`src/rtl/wb_port_arbiter_pkg.sv`:
```
// Shared widths and types for the write-back port arbiter.
// FIFO entries are {rd, data}; the grant encoding names the RF write-port owner.
package wb_port_arbiter_pkg;

    localparam int unsigned REG_W = 5;
    localparam int unsigned XLEN  = 32;

    typedef struct packed {
        logic [REG_W-1:0] rd;
        logic [XLEN-1:0]  data;
    } wba_entry_t;

    typedef enum logic [1:0] {
        GNT_NONE,
        GNT_W,
        GNT_FIFO,
        GNT_BYP
    } wba_grant_e;

endpackage

```
`src/rtl/wba_result_fifo.sv`:
```
// Synchronous result FIFO for long-latency results.
// It uses wrap-bit pointers and accepts a push while full if a pop happens in the same cycle.
module wba_result_fifo
    import wb_port_arbiter_pkg::*;
#(
    parameter int unsigned DEPTH = 2
) (
    input  logic                   clk_i,
    input  logic                   rst_ni,
    input  logic                   push_i,
    input  logic                   pop_i,
    input  wba_entry_t             din_i,
    output wba_entry_t             dout_o,
    output logic                   empty_o,
    output logic [$clog2(DEPTH):0] count_o
);
    localparam int unsigned AW = $clog2(DEPTH);

    wba_entry_t  mem_q [DEPTH];
    logic [AW:0] wr_ptr_q, wr_ptr_d;
    logic [AW:0] rd_ptr_q, rd_ptr_d;
    logic        full, do_push, do_pop;

    assign count_o = wr_ptr_q - rd_ptr_q;
    assign empty_o = (wr_ptr_q == rd_ptr_q);
    assign full    = (wr_ptr_q[AW] != rd_ptr_q[AW]) &&
                     (wr_ptr_q[AW-1:0] == rd_ptr_q[AW-1:0]);
    assign do_pop  = pop_i & ~empty_o;
    assign do_push = push_i & (~full | do_pop);
    assign dout_o  = mem_q[rd_ptr_q[AW-1:0]];

    always_comb begin
        wr_ptr_d = wr_ptr_q + (AW+1)'(do_push);
        rd_ptr_d = rd_ptr_q + (AW+1)'(do_pop);
    end

    always_ff @(posedge clk_i) begin
        if (!rst_ni) begin
            wr_ptr_q <= '0;
            rd_ptr_q <= '0;
        end else begin
            wr_ptr_q <= wr_ptr_d;
            rd_ptr_q <= rd_ptr_d;
        end
    end

    always_ff @(posedge clk_i) begin
        if (do_push) mem_q[wr_ptr_q[AW-1:0]] <= din_i;
    end

endmodule

```
`src/rtl/wb_port_arbiter.sv`:
```
// Shares the RF write port between write-back and the long-latency unit, with busy scoreboard.
// Optional WBA_BYPASS_EN: a result writes the RF directly when the port and FIFO are idle.
module wb_port_arbiter
    import wb_port_arbiter_pkg::*;
#(
    parameter int unsigned FIFO_DEPTH = 2,
    parameter int unsigned MAX_OUT    = 4,
    parameter int unsigned STARVE_MAX = 4
) (
    input  logic             clk,
    input  logic             rst,
    input  logic             w_valid,
    input  logic             w_wen,
    input  logic [REG_W-1:0] w_rd,
    input  logic [XLEN-1:0]  w_wdata,
    input  logic             lu_issue_valid,
    input  logic [REG_W-1:0] lu_issue_rd,
    output logic             lu_issue_ready,
    input  logic             lu_res_valid,
    input  logic [REG_W-1:0] lu_res_rd,
    input  logic [XLEN-1:0]  lu_res_data,
    output logic             lu_res_ready,
    input  logic [REG_W-1:0] d_rs1,
    input  logic [REG_W-1:0] d_rs2,
    input  logic [REG_W-1:0] d_rd,
    input  logic             d_use1,
    input  logic             d_use2,
    input  logic             d_wen,
    output logic             d_sb_stall,
    output logic             pipe_hold,
    output logic             rf_we,
    output logic [REG_W-1:0] rf_waddr,
    output logic [XLEN-1:0]  rf_wdata
);
    localparam int unsigned      OUT_W      = $clog2(MAX_OUT + 1);
    localparam int unsigned      CNT_W      = $clog2(FIFO_DEPTH) + 1;
    localparam int unsigned      STV_W      = $clog2(STARVE_MAX + 1);
    localparam logic [STV_W-1:0] STARVE_LIM = STV_W'(STARVE_MAX - 1);

    logic [(1<<REG_W)-1:0] busy_q, busy_d;
    logic [OUT_W-1:0]      out_q, out_d;
    logic [STV_W-1:0]      starve_q, starve_d;
    logic                  pipe_hold_q, pipe_hold_d;

    wba_grant_e       gnt;
    wba_entry_t       fifo_din, fifo_head;
    logic             fifo_empty, fifo_push, fifo_pop;
    logic [CNT_W-1:0] fifo_count;
    logic             wr_w, issue_acc, retire, head_blocked;

    assign wr_w           = w_valid & w_wen & (w_rd != '0);
    assign lu_res_ready   = fifo_count < CNT_W'(FIFO_DEPTH);
    assign lu_issue_ready = (out_q < OUT_W'(MAX_OUT)) & ~busy_q[lu_issue_rd] & rst;
    assign issue_acc      = lu_issue_valid & lu_issue_ready & (lu_issue_rd != '0);
    // rd==0 results are accepted but never stored, so they never retire anything.
    assign fifo_push      = lu_res_valid & lu_res_ready & (lu_res_rd != '0) & (gnt != GNT_BYP);
    assign fifo_pop       = (gnt == GNT_FIFO);
    assign fifo_din       = {lu_res_rd, lu_res_data};
    assign retire         = (gnt == GNT_FIFO) | (gnt == GNT_BYP);
    assign head_blocked   = ~fifo_empty & (gnt != GNT_FIFO);
    assign pipe_hold      = pipe_hold_q;

    assign d_sb_stall = (d_use1 & busy_q[d_rs1] & (d_rs1 != '0)) |
                        (d_use2 & busy_q[d_rs2] & (d_rs2 != '0)) |
                        (d_wen  & busy_q[d_rd]  & (d_rd  != '0));

    wba_result_fifo #(.DEPTH(FIFO_DEPTH)) u_fifo (
        .clk_i   (clk),
        .rst_ni  (rst),
        .push_i  (fifo_push),
        .pop_i   (fifo_pop),
        .din_i   (fifo_din),
        .dout_o  (fifo_head),
        .empty_o (fifo_empty),
        .count_o (fifo_count)
    );

    always_comb begin
        gnt = GNT_NONE;
        if (!rst)                          gnt = GNT_NONE;
        else if (pipe_hold_q && !fifo_empty) gnt = GNT_FIFO;
        else if (wr_w)                     gnt = GNT_W;
        else if (!fifo_empty)              gnt = GNT_FIFO;
`ifdef WBA_BYPASS_EN
        else if (!pipe_hold_q && lu_res_valid && lu_res_rd != '0) gnt = GNT_BYP;
`endif
    end

    always_comb begin
        rf_we    = 1'b0;
        rf_waddr = '0;
        rf_wdata = '0;
        case (gnt)
            GNT_W: begin
                rf_we    = 1'b1;
                rf_waddr = w_rd;
                rf_wdata = w_wdata;
            end
            GNT_FIFO: begin
                rf_we    = 1'b1;
                rf_waddr = fifo_head.rd;
                rf_wdata = fifo_head.data;
            end
            GNT_BYP: begin
                rf_we    = 1'b1;
                rf_waddr = lu_res_rd;
                rf_wdata = lu_res_data;
            end
            default: ;
        endcase
    end

    always_comb begin
        busy_d = busy_q;
        if (retire)    busy_d[rf_waddr]    = 1'b0;
        if (issue_acc) busy_d[lu_issue_rd] = 1'b1;
        out_d = out_q + OUT_W'(issue_acc) - OUT_W'(retire);
        // Hold is a one-shot: it clears on the edge where the head is finally granted.
        starve_d    = '0;
        pipe_hold_d = 1'b0;
        if (head_blocked) begin
            starve_d    = (starve_q == STARVE_LIM) ? starve_q : starve_q + 1'b1;
            pipe_hold_d = (starve_q == STARVE_LIM);
        end
    end

    always_ff @(posedge clk) begin
        if (!rst) begin
            busy_q      <= '0;
            out_q       <= '0;
            starve_q    <= '0;
            pipe_hold_q <= 1'b0;
        end else begin
            busy_q      <= busy_d;
            out_q       <= out_d;
            starve_q    <= starve_d;
            pipe_hold_q <= pipe_hold_d;
        end
    end

endmodule
```
`config.mk`:
```
export PLATFORM = sky130hd
export DESIGN_NAME = wb_port_arbiter
export DESIGN_NICKNAME = d
export VERILOG_FILES = /design/src/rtl/wb_port_arbiter_pkg.sv /design/src/rtl/wba_result_fifo.sv /design/src/rtl/wb_port_arbiter.sv
export SDC_FILE = /design/constraint.sdc
export NUM_CORES = 1
export LEC_CHECK = 0
export CORE_ASPECT_RATIO = 0.8
export CORE_MARGIN = 1.5
export CORE_UTILIZATION = 45
export DETAILED_ROUTE_END_ITERATION = 8
export GPL_ROUTABILITY_DRIVEN = 0
export PLACE_DENSITY_LB_ADDON = 0.15
export REMOVE_ABC_BUFFERS = 1
export SLEW_MARGIN = 25
export SYNTH_ARGS = -nofsm -noshare
export SYNTH_HDL_FRONTEND = slang
export SYNTH_SLANG_ARGS = --single-unit
```
`constraint.sdc`:
```
create_clock -name clk -period 7.9 [get_ports clk]
set_input_delay 1.185 -clock clk [delete_from_list [all_inputs] [get_ports clk]]
set_output_delay 1.185 -clock clk [all_outputs]
set_load 0.02 [all_outputs]
```
==> results.txt, run 1 <==
- In the synthesized netlist the async set-or-reset flop fraction comes to 0%.
- Post-synthesis cell type with the largest combined area: sky130_fd_sc_hd__edfxtp_1
- Final number of setup-violating endpoints: 0
* Register-to-Register Path Depth: 7
- Setup repair after global routing left no endpoint under its margin.
- Number of enable-type register cells in the synthesized netlist: 74
* Final worst setup slack: 2.17 ns
- In this run the deepest clock path goes through 2 buffers.
* Run status: finished, final reports clean
- After detailed routing, the number of vias per cell comes to 5.82.
* Post-cts resize count: 0
- Synth Area per Inst: 11.8 µm²
* Max Clock Skew: 0.00584 ns
* Critical R2R Launch: u_fifo.wr_ptr_q[0]
* Routed Antenna Nets: 0
- Sequential cell area fraction in the yosys report: 50.0%
* Proportion of netlist area held by the largest area contributor: 35.8%
* Total negative slack for setup checks: 0 ns
- After legalization and detailed placement, the total HPWL measured 11500 µm.
- TritonCTS clock tree: built
- Along the worst hold path, the cell count comes to 2.
* Destination of the worst register-to-register timing path: u_fifo.mem_q[1][11]
- In this run the tightest slew margin relative to its limit is 36.5%.
- Summed over all layers, the global routing overflow is 0.
- Number of antenna violations at the first check in global routing: 0
- Commonest non-fill, non-tap cells in the layout: sky130_fd_sc_hd__clkdlybuf4s50_1, sky130_fd_sc_hd__edfxtp_1, sky130_fd_sc_hd__nand2_1, sky130_fd_sc_hd__mux2i_1, sky130_fd_sc_hd__o21ai_0
- The startpoint identified for the worst hold timing path is busy_q[0].
- Die area: 14500 µm²
- Required time worst endpoint: 6.71 ns
* Count of port buffers added during placement: 144
- Worst skew pair latency: 0.41 ns
* #FFs+latches synth: 118
- The floorplan step set the die height to 108 µm.
- Post-placement worst setup slack: 1.98 ns
* I/O pin total: 145
* Number of violations reported at the end of detailed-routing iteration 0: 386
* Number of global-route vias before repair: 4859
- The root buffer cell chosen for the clock tree is sky130_fd_sc_hd__clkbuf_16.
- Detailed routing inserted a total of 4981 vias.
- Yosys warnings: 0
- Final clock period utilization by the worst path: 72.6%
- Register clock-pin slew on the reported worst setup and hold paths: 0.06 ns
- The number of different library cells used by synthesis comes to 57.
- H-tree depth: 4
- Most used flip-flop cell after synthesis: sky130_fd_sc_hd__edfxtp_1
- Global-route wire length before repair: 25700 µm
- For flop-to-flop paths, the worst setup slack is 4.58 ns.
* Area delta synth->final: 35.1%
* Antenna Cells: 0
- The tree built by TritonCTS fans out to 118 sinks.
- Peak supply drop: 0.180 mV
- After technology mapping, the gate count stands at 526.
- The path with the worst hold slack has its endpoint at busy_q[0].
- Leading cell type in the layout, fill and taps excluded: sky130_fd_sc_hd__clkdlybuf4s50_1
- The post-route netlist has 11.5% of its cells at a drive strength greater than 1.
- Die Wd: 134 µm
* Std-Cell Rows: 38
- DRC Markers: 0
* GRT Resource Usage Total: 23.3%
- Once the floorplan was initialized, standard cells occupied 46.0% of the core.
* Maximum number of pins on one net before global-route repair: 42
- Type of the worst setup path: input pin to output pin
- Area of the mapped netlist: 6200 µm²
* Synth top area cells: sky130_fd_sc_hd__edfxtp_1, sky130_fd_sc_hd__dfxtp_1, sky130_fd_sc_hd__mux4_2
- Type of destination of the critical path: output pin
* Final critical-path required period: 5.73 ns
* CP Max Fanout: 41
- STA classifies the critical path startpoint as an input pin.
- Post-CTS setup buffer count: 0
* Fin nets: 776
- Worst Hold Class: flop to flop
- Core box area: 13500 µm²
- Power density cells: 276 nW/µm²
* Average detailed-routed wire length per instance: 19.1 µm
- In this run the static leakage power is 0.00285 µW.
- The final max-slew violation count is 0.
- Worst Tran Pin Value: 0.952 ns
- Based on the critical path, the design can be clocked at up to 174 MHz.
- For the worst setup path, the data arrival time is 4.55 ns.
- Routed Wire Length: 16400 µm
- In this run, CTS created clock tree buffers numbering 17.
- Max Cap Violations: 0
- Before antenna repair, the detailed router went through 5 iterations.
- The number of failing hold endpoints at the final stage was 0.
- Number of hold-repair buffers added at the cts stage: 0
-- layout make-up --
type	instances	area, µm²
Timing Repair Buffer	147	1480
Inverter	11	41.3
Sequential cell	118	3100
Fill cell	1077	5120
Clock buffer	17	425
Tap cell	180	225
Clock inverter	14	143
Multi-Input combinational cell	369	2960
-- power by group --
group / internal [µW] / switching [µW] / total (µW)
registers: 782 / 33.7 / 816
clock network: 439 / 298 / 737
logic: 327 / 433 / 761
total: 1550 / 765 / 2310
-- stage by stage --
stage	hold WS (ns)	cells	utilization (%)	power [µW]	cell area (µm²)
floorplan	0.411	498	-	1270	6090
global placement	0.461	824	57.6	1570	7780
detailed placement	0.459	824	57.6	1590	7780
CTS	0.467	855	61.9	2320	8350
global route	0.482	856	62.1	2430	8380
finish	0.465	856	62.1	2310	8380
-- how the worst max path moves through the flow --
stage | startpoint | endpoint | slack (ns)
6_report | rst | rf_wdata[2] | 2.17
5_1_grt | rst | rf_wdata[27] | 1.94
4_1_cts | rst | rf_wdata[22] | 1.95
3_5_place_dp | rst | rf_wdata[22] | 1.98
3_3_place_gp | rst | rf_wdata[23] | 2.15
2_1_floorplan | rst | rf_wdata[0] | 3.65
-- Yosys cell counts (5+ instances only) --
library cell	number
sky130_fd_sc_hd__mux4_2	25
sky130_fd_sc_hd__mux2i_1	56
sky130_fd_sc_hd__a21o_1	6
sky130_fd_sc_hd__ha_1	8
sky130_fd_sc_hd__nand4_1	6
sky130_fd_sc_hd__nand2_1	67
sky130_fd_sc_hd__dfxtp_1	44
sky130_fd_sc_hd__nor2_1	20
sky130_fd_sc_hd__xnor2_1	5
sky130_fd_sc_hd__nor3_1	5
sky130_fd_sc_hd__edfxtp_1	74
sky130_fd_sc_hd__a21oi_1	7
sky130_fd_sc_hd__buf_2	6
sky130_fd_sc_hd__o21ai_0	56
sky130_fd_sc_hd__nor2b_1	9
sky130_fd_sc_hd__o22ai_1	5
sky130_fd_sc_hd__o211ai_1	22
sky130_fd_sc_hd__nand3b_1	5
sky130_fd_sc_hd__inv_1	10
sky130_fd_sc_hd__clkbuf_1	20
sky130_fd_sc_hd__nand3_1	14
sky130_fd_sc_hd__and2_1	5
-- critical path, stage by stage --
cell                              delay (ns)
sky130_fd_sc_hd__clkdlybuf4s50_1        0.46
sky130_fd_sc_hd__buf_4                  0.38
sky130_fd_sc_hd__inv_1                  0.30
sky130_fd_sc_hd__o32ai_2                0.62
sky130_fd_sc_hd__a21boi_4               0.56
sky130_fd_sc_hd__buf_16                 0.22
sky130_fd_sc_hd__nand2_1                0.06
sky130_fd_sc_hd__o21ai_0                0.09
sky130_fd_sc_hd__clkdlybuf4s50_1        0.67
-- routing by layer --
layer  GRT usage [%]  routed length [µm]
met5               0                   0
met4            6.61                 193
met3            6.75                1470
met2            37.2                7620
met1            31.3                7080
-- sequential cells by signal, summed over array words and instances, names as in the netlist, named ones only --
| register | cells |
|---|---|
| busy_q | 32 |
| out_q | 3 |
| pipe_hold | 1 |
| starve_q | 3 |
| u_fifo.mem_q | 74 |
| u_fifo.rd_ptr_q | 2 |
| u_fifo.wr_ptr_q | 2 |
-- cells by family after synthesis --
family	count (synthesis)	share of synthesized area (%)
buffers and inverters	39	2.54
AOI/OAI and AO/OA	117	12.7
xor gates and xnor gates	8	1.25
and+or+nand+nor	148	11.6
DFF	118	50.0
muxes	87	19.9
adders and majority gates	9	1.94
Note: power is estimated with default switching activity, not from simulation.
==> inputs of run 2 (changes only) <==
clock period = 5.9 ns   (was 7.9 ns; I/O delays follow)
==> run 2 against run 1 <==
Net effect: power increased by 36%; sequential share of layout area decreased by 0.12 points; critical path depth fell by 1; clock-buffer cell count is the same; via count decreased by 1.3%; flip-flop and latch count unchanged; wire length down 2.3%; final area grew 0.31%; sequential power rose by 34%; cell count up 0.23%; worst setup slack worse by 1.3 ns; critical path type unchanged; highest routed layer unchanged.
==> results.txt, run 2 (same netlist as run 1, synthesis figures left out) <==
- The number of top-level design ports came to 145 (unchanged).
- Core box area: 13500 µm² (unchanged)
- The signal arrival time at the worst endpoint was 4.12 ns (-0.43 ns).
- Post-CTS setup buffer count: 0 (unchanged)
* Count of port buffers added during placement: 144 (unchanged)
- The endpoint identified for the worst register-to-register timing path is u_fifo.mem_q[0][31].
- Max Clock Skew: 0.00686 ns (+0.00103 ns)
- The number of endpoints failing setup at the final stage came to 0 (unchanged).
- The number of levels the H-tree was split into is 4 (unchanged).
- The clock-pin slew on the worst setup and hold paths is 0.06 ns (about the same).
* Post-placement worst setup slack: 0.935 ns (-1.04 ns)
* Flip-flop count of the largest register, all copies and words added: 74 (unchanged)
- Number of hold violations in the final report: 0 (unchanged)
- Crit start category: input pin
* Count of cells along the worst hold path: 2 (unchanged)
- The transition time of the tightest slew-check pin came to 1.00 ns (+0.0484 ns).
* Die Wd: 134 µm (unchanged)
- The wire length reported by the detailed router is 16000 µm (-2.3%).
- Average detailed-routed wire length per instance: 18.6 µm (-2.5%)
- Final critical-path required period: 5.00 ns
- The global-route wire length before repair was 24700 µm (-3.7%).
- Setup repair after global routing left no endpoint under its margin.
* Total negative slack for setup checks: 0 ns (unchanged)
- Std-Cell Rows: 38 (unchanged)
- Number of vias after detailed routing: 4917 (-1.3%)
* Seq. cell area: 3100 µm² (unchanged)
* Number of hold-repair buffers added at the cts stage: 0 (unchanged)
- Worst Min Path Start: busy_q[0]
- Among cell families on the critical path, the largest total delay comes from buffers and inverters.
- The starting density of the core was 46.0% (unchanged).
- Routed Antenna Nets: 0 (unchanged)
* Proportion of layout cells with a drive suffix above 1: 11.8% (+0.26 points)
* Slew HR: 33.1% (-3.4 points)
- The placed wire-length estimate after detailed placement is 11300 µm (-1.7%).
- Avg Vias per Cell: 5.73 (-1.5%)
- Final worst setup slack: 0.896 ns (-1.27 ns)
- Final clock period utilization by the worst path: 84.8%
- Die area: 14500 µm² (unchanged)
* Cell Chain, Critical Path: clkdlybuf4s50_1 -> buf_4 -> nand4_1 -> o32ai_2 -> a21boi_4 -> nand2_1 -> o21ai_0 -> clkdlybuf4s50_1
- The area growth from synthesis to layout is 35.5%.
- Antenna Cells: 0 (unchanged)
* DIE HEIGHT: 108 µm (unchanged)
- CTS root buffer: sky130_fd_sc_hd__clkbuf_16
- Required time worst endpoint: 5.02 ns (-1.69 ns)
- Clock sink total: 118 (unchanged)
* Number of global-route vias before repair: 4820 (-0.80%)
- The library cell used most frequently in the layout, excluding fill and tap cells, is sky130_fd_sc_hd__clkdlybuf4s50_1.
- Fillers: 1054 (-2.1%)
- The total routing usage reported by global routing is 22.4% (-0.93 points).
* Critical R2R Launch: u_fifo.wr_ptr_q[0]
- TritonCTS built the clock tree.
- The iteration count of the initial detailed-routing pass is 5 (unchanged).
- The tightest min-delay check is of the flop to flop type.
* Register-to-Register Path Depth: 7 (unchanged)
* Maximum number of pins on one net before global-route repair: 41 (-2.4%)
- The largest voltage drop on the vdd net is 0.274 mV (+52%).
- The final max-slew violation count was 0 (unchanged).
- Cell count after placement: 826 (+0.24%)
- The utilization after layout was 62.3% (+0.19 points).
- Final cell count without fillers: 858 (+0.23%)
- Max Cap Violations: 0 (unchanged)
- The register-to-register setup slack is 2.56 ns (-2.02 ns).
- STA classifies the critical path endpoint as an output pin.
- Number of violations reported at the end of detailed-routing iteration 0: 296 (-23%)
- The number of instances resized during post-cts repair was 0 (unchanged).
- The leftover overflow at the end of global routing came to 0 (unchanged).
- Clock Path Buffers: 2 (unchanged)
- DRC Markers: 0 (unchanged)
- Total area of multi-input combinational cells: 2970 µm² (+0.34%)
* Worst path most repeated cell: sky130_fd_sc_hd__clkdlybuf4s50_1
- Worst hold path endpoint: busy_q[0]
- The largest stage delay on the critical path was 0.90 ns (+0.23 ns).
- The leakage power summed over all cells is 0.00286 µW (+0.47%).
- The worst path buffer plus inverter count came to 3 (-2).
- Fin nets: 777 (+0.13%)
- Among all stages on the critical path, the largest delay is contributed by sky130_fd_sc_hd__a21boi_4.
- The insertion delay to the later sink of the worst-skew pair was 0.41 ns (about the same).
- The run finished with clean final reports.
* Type of the worst setup path: input pin to output pin
* Number of antenna violations at the first check in global routing: 0 (unchanged)
- The total placed instance area is 7800 µm² (+0.19%).
- In the layout the commonest cells are sky130_fd_sc_hd__clkdlybuf4s50_1, sky130_fd_sc_hd__edfxtp_1, sky130_fd_sc_hd__nand2_1, sky130_fd_sc_hd__mux2i_1, sky130_fd_sc_hd__o21ai_0.
* Number of clock buffers inserted by TritonCTS: 17 (unchanged)
- The critical-path maximum fanout was 40 (-2.4%).
- The power density relative to cell area came to 373 nW/µm² (+35%).
* Maximum clock frequency: 200 MHz
* Fin area: 8410 µm² (+0.31%)
-- run 2: changes by cell type in the layout (fill, tap and decap cells not counted) --
cell / before / now
sky130_fd_sc_hd__clkinv_2: 0 / 1
sky130_fd_sc_hd__buf_4: 2 / 4
sky130_fd_sc_hd__inv_8: 1 / 2
sky130_fd_sc_hd__ha_2: 2 / 1
sky130_fd_sc_hd__buf_16: 1 / 0
sky130_fd_sc_hd__inv_6: 6 / 4
sky130_fd_sc_hd__bufinv_16: 1 / 2
sky130_fd_sc_hd__ha_4: 0 / 1
-- run 2: power by group --
part,internal (µW),switching (µW),leakage (µW)
logic,439,573,0.00153
registers,1050,47.1,0.00105
clock network,632,400,0.000285
-- run 2: how the worst max path moves through the flow --
stage,to,cells past startpoint,start,slack [ns]
6_report,rf_wdata[28],8,rst,0.90
5_1_grt,rf_wdata[1],8,rst,0.62
4_1_cts,rf_wdata[29],8,rst,0.91
3_5_place_dp,rf_wdata[29],8,rst,0.93
3_3_place_gp,rf_wdata[5],8,rst,1.06
2_1_floorplan,u_fifo.mem_q[1][0],6,w_rd[1],2.08
-- run 2: final cells by class --
type / count / share of cell area [%]
Inverter: 11 / 0.491
Multi-Input combinational cell: 369 / 35.3
Sequential cell: 118 / 36.9
Timing Repair Buffer: 148 / 17.5
Clock inverter: 15 / 2.04
Clock buffer: 17 / 5.06
Tap cell: 180 / 2.68
-- run 2: stage by stage --
stage          total power, µW  hold slack (ns)
2_1_floorplan             1700            0.411
3_3_place_gp              2100            0.450
3_5_place_dp              2120            0.454
4_1_cts                   3150            0.462
5_1_grt                   3290            0.486
6_report                  3140            0.450
-- run 2: routing by layer --
layer	share of wire, %	global-route usage (%)
met2	46	35.3
met5	0	0
met3	8.3	6.42
met4	1.3	7.91
met1	44	29.8
-- run 2: worst register-to-register path, stage by stage (launching register included) --
cell	delay [ns]
sky130_fd_sc_hd__dfxtp_1	0.39
sky130_fd_sc_hd__inv_1	0.09
sky130_fd_sc_hd__ha_1	0.35
sky130_fd_sc_hd__a21oi_2	0.34
sky130_fd_sc_hd__nand2_2	0.41
sky130_fd_sc_hd__a21oi_1	0.29
sky130_fd_sc_hd__o221a_2	0.26
sky130_fd_sc_hd__ha_2	0.80
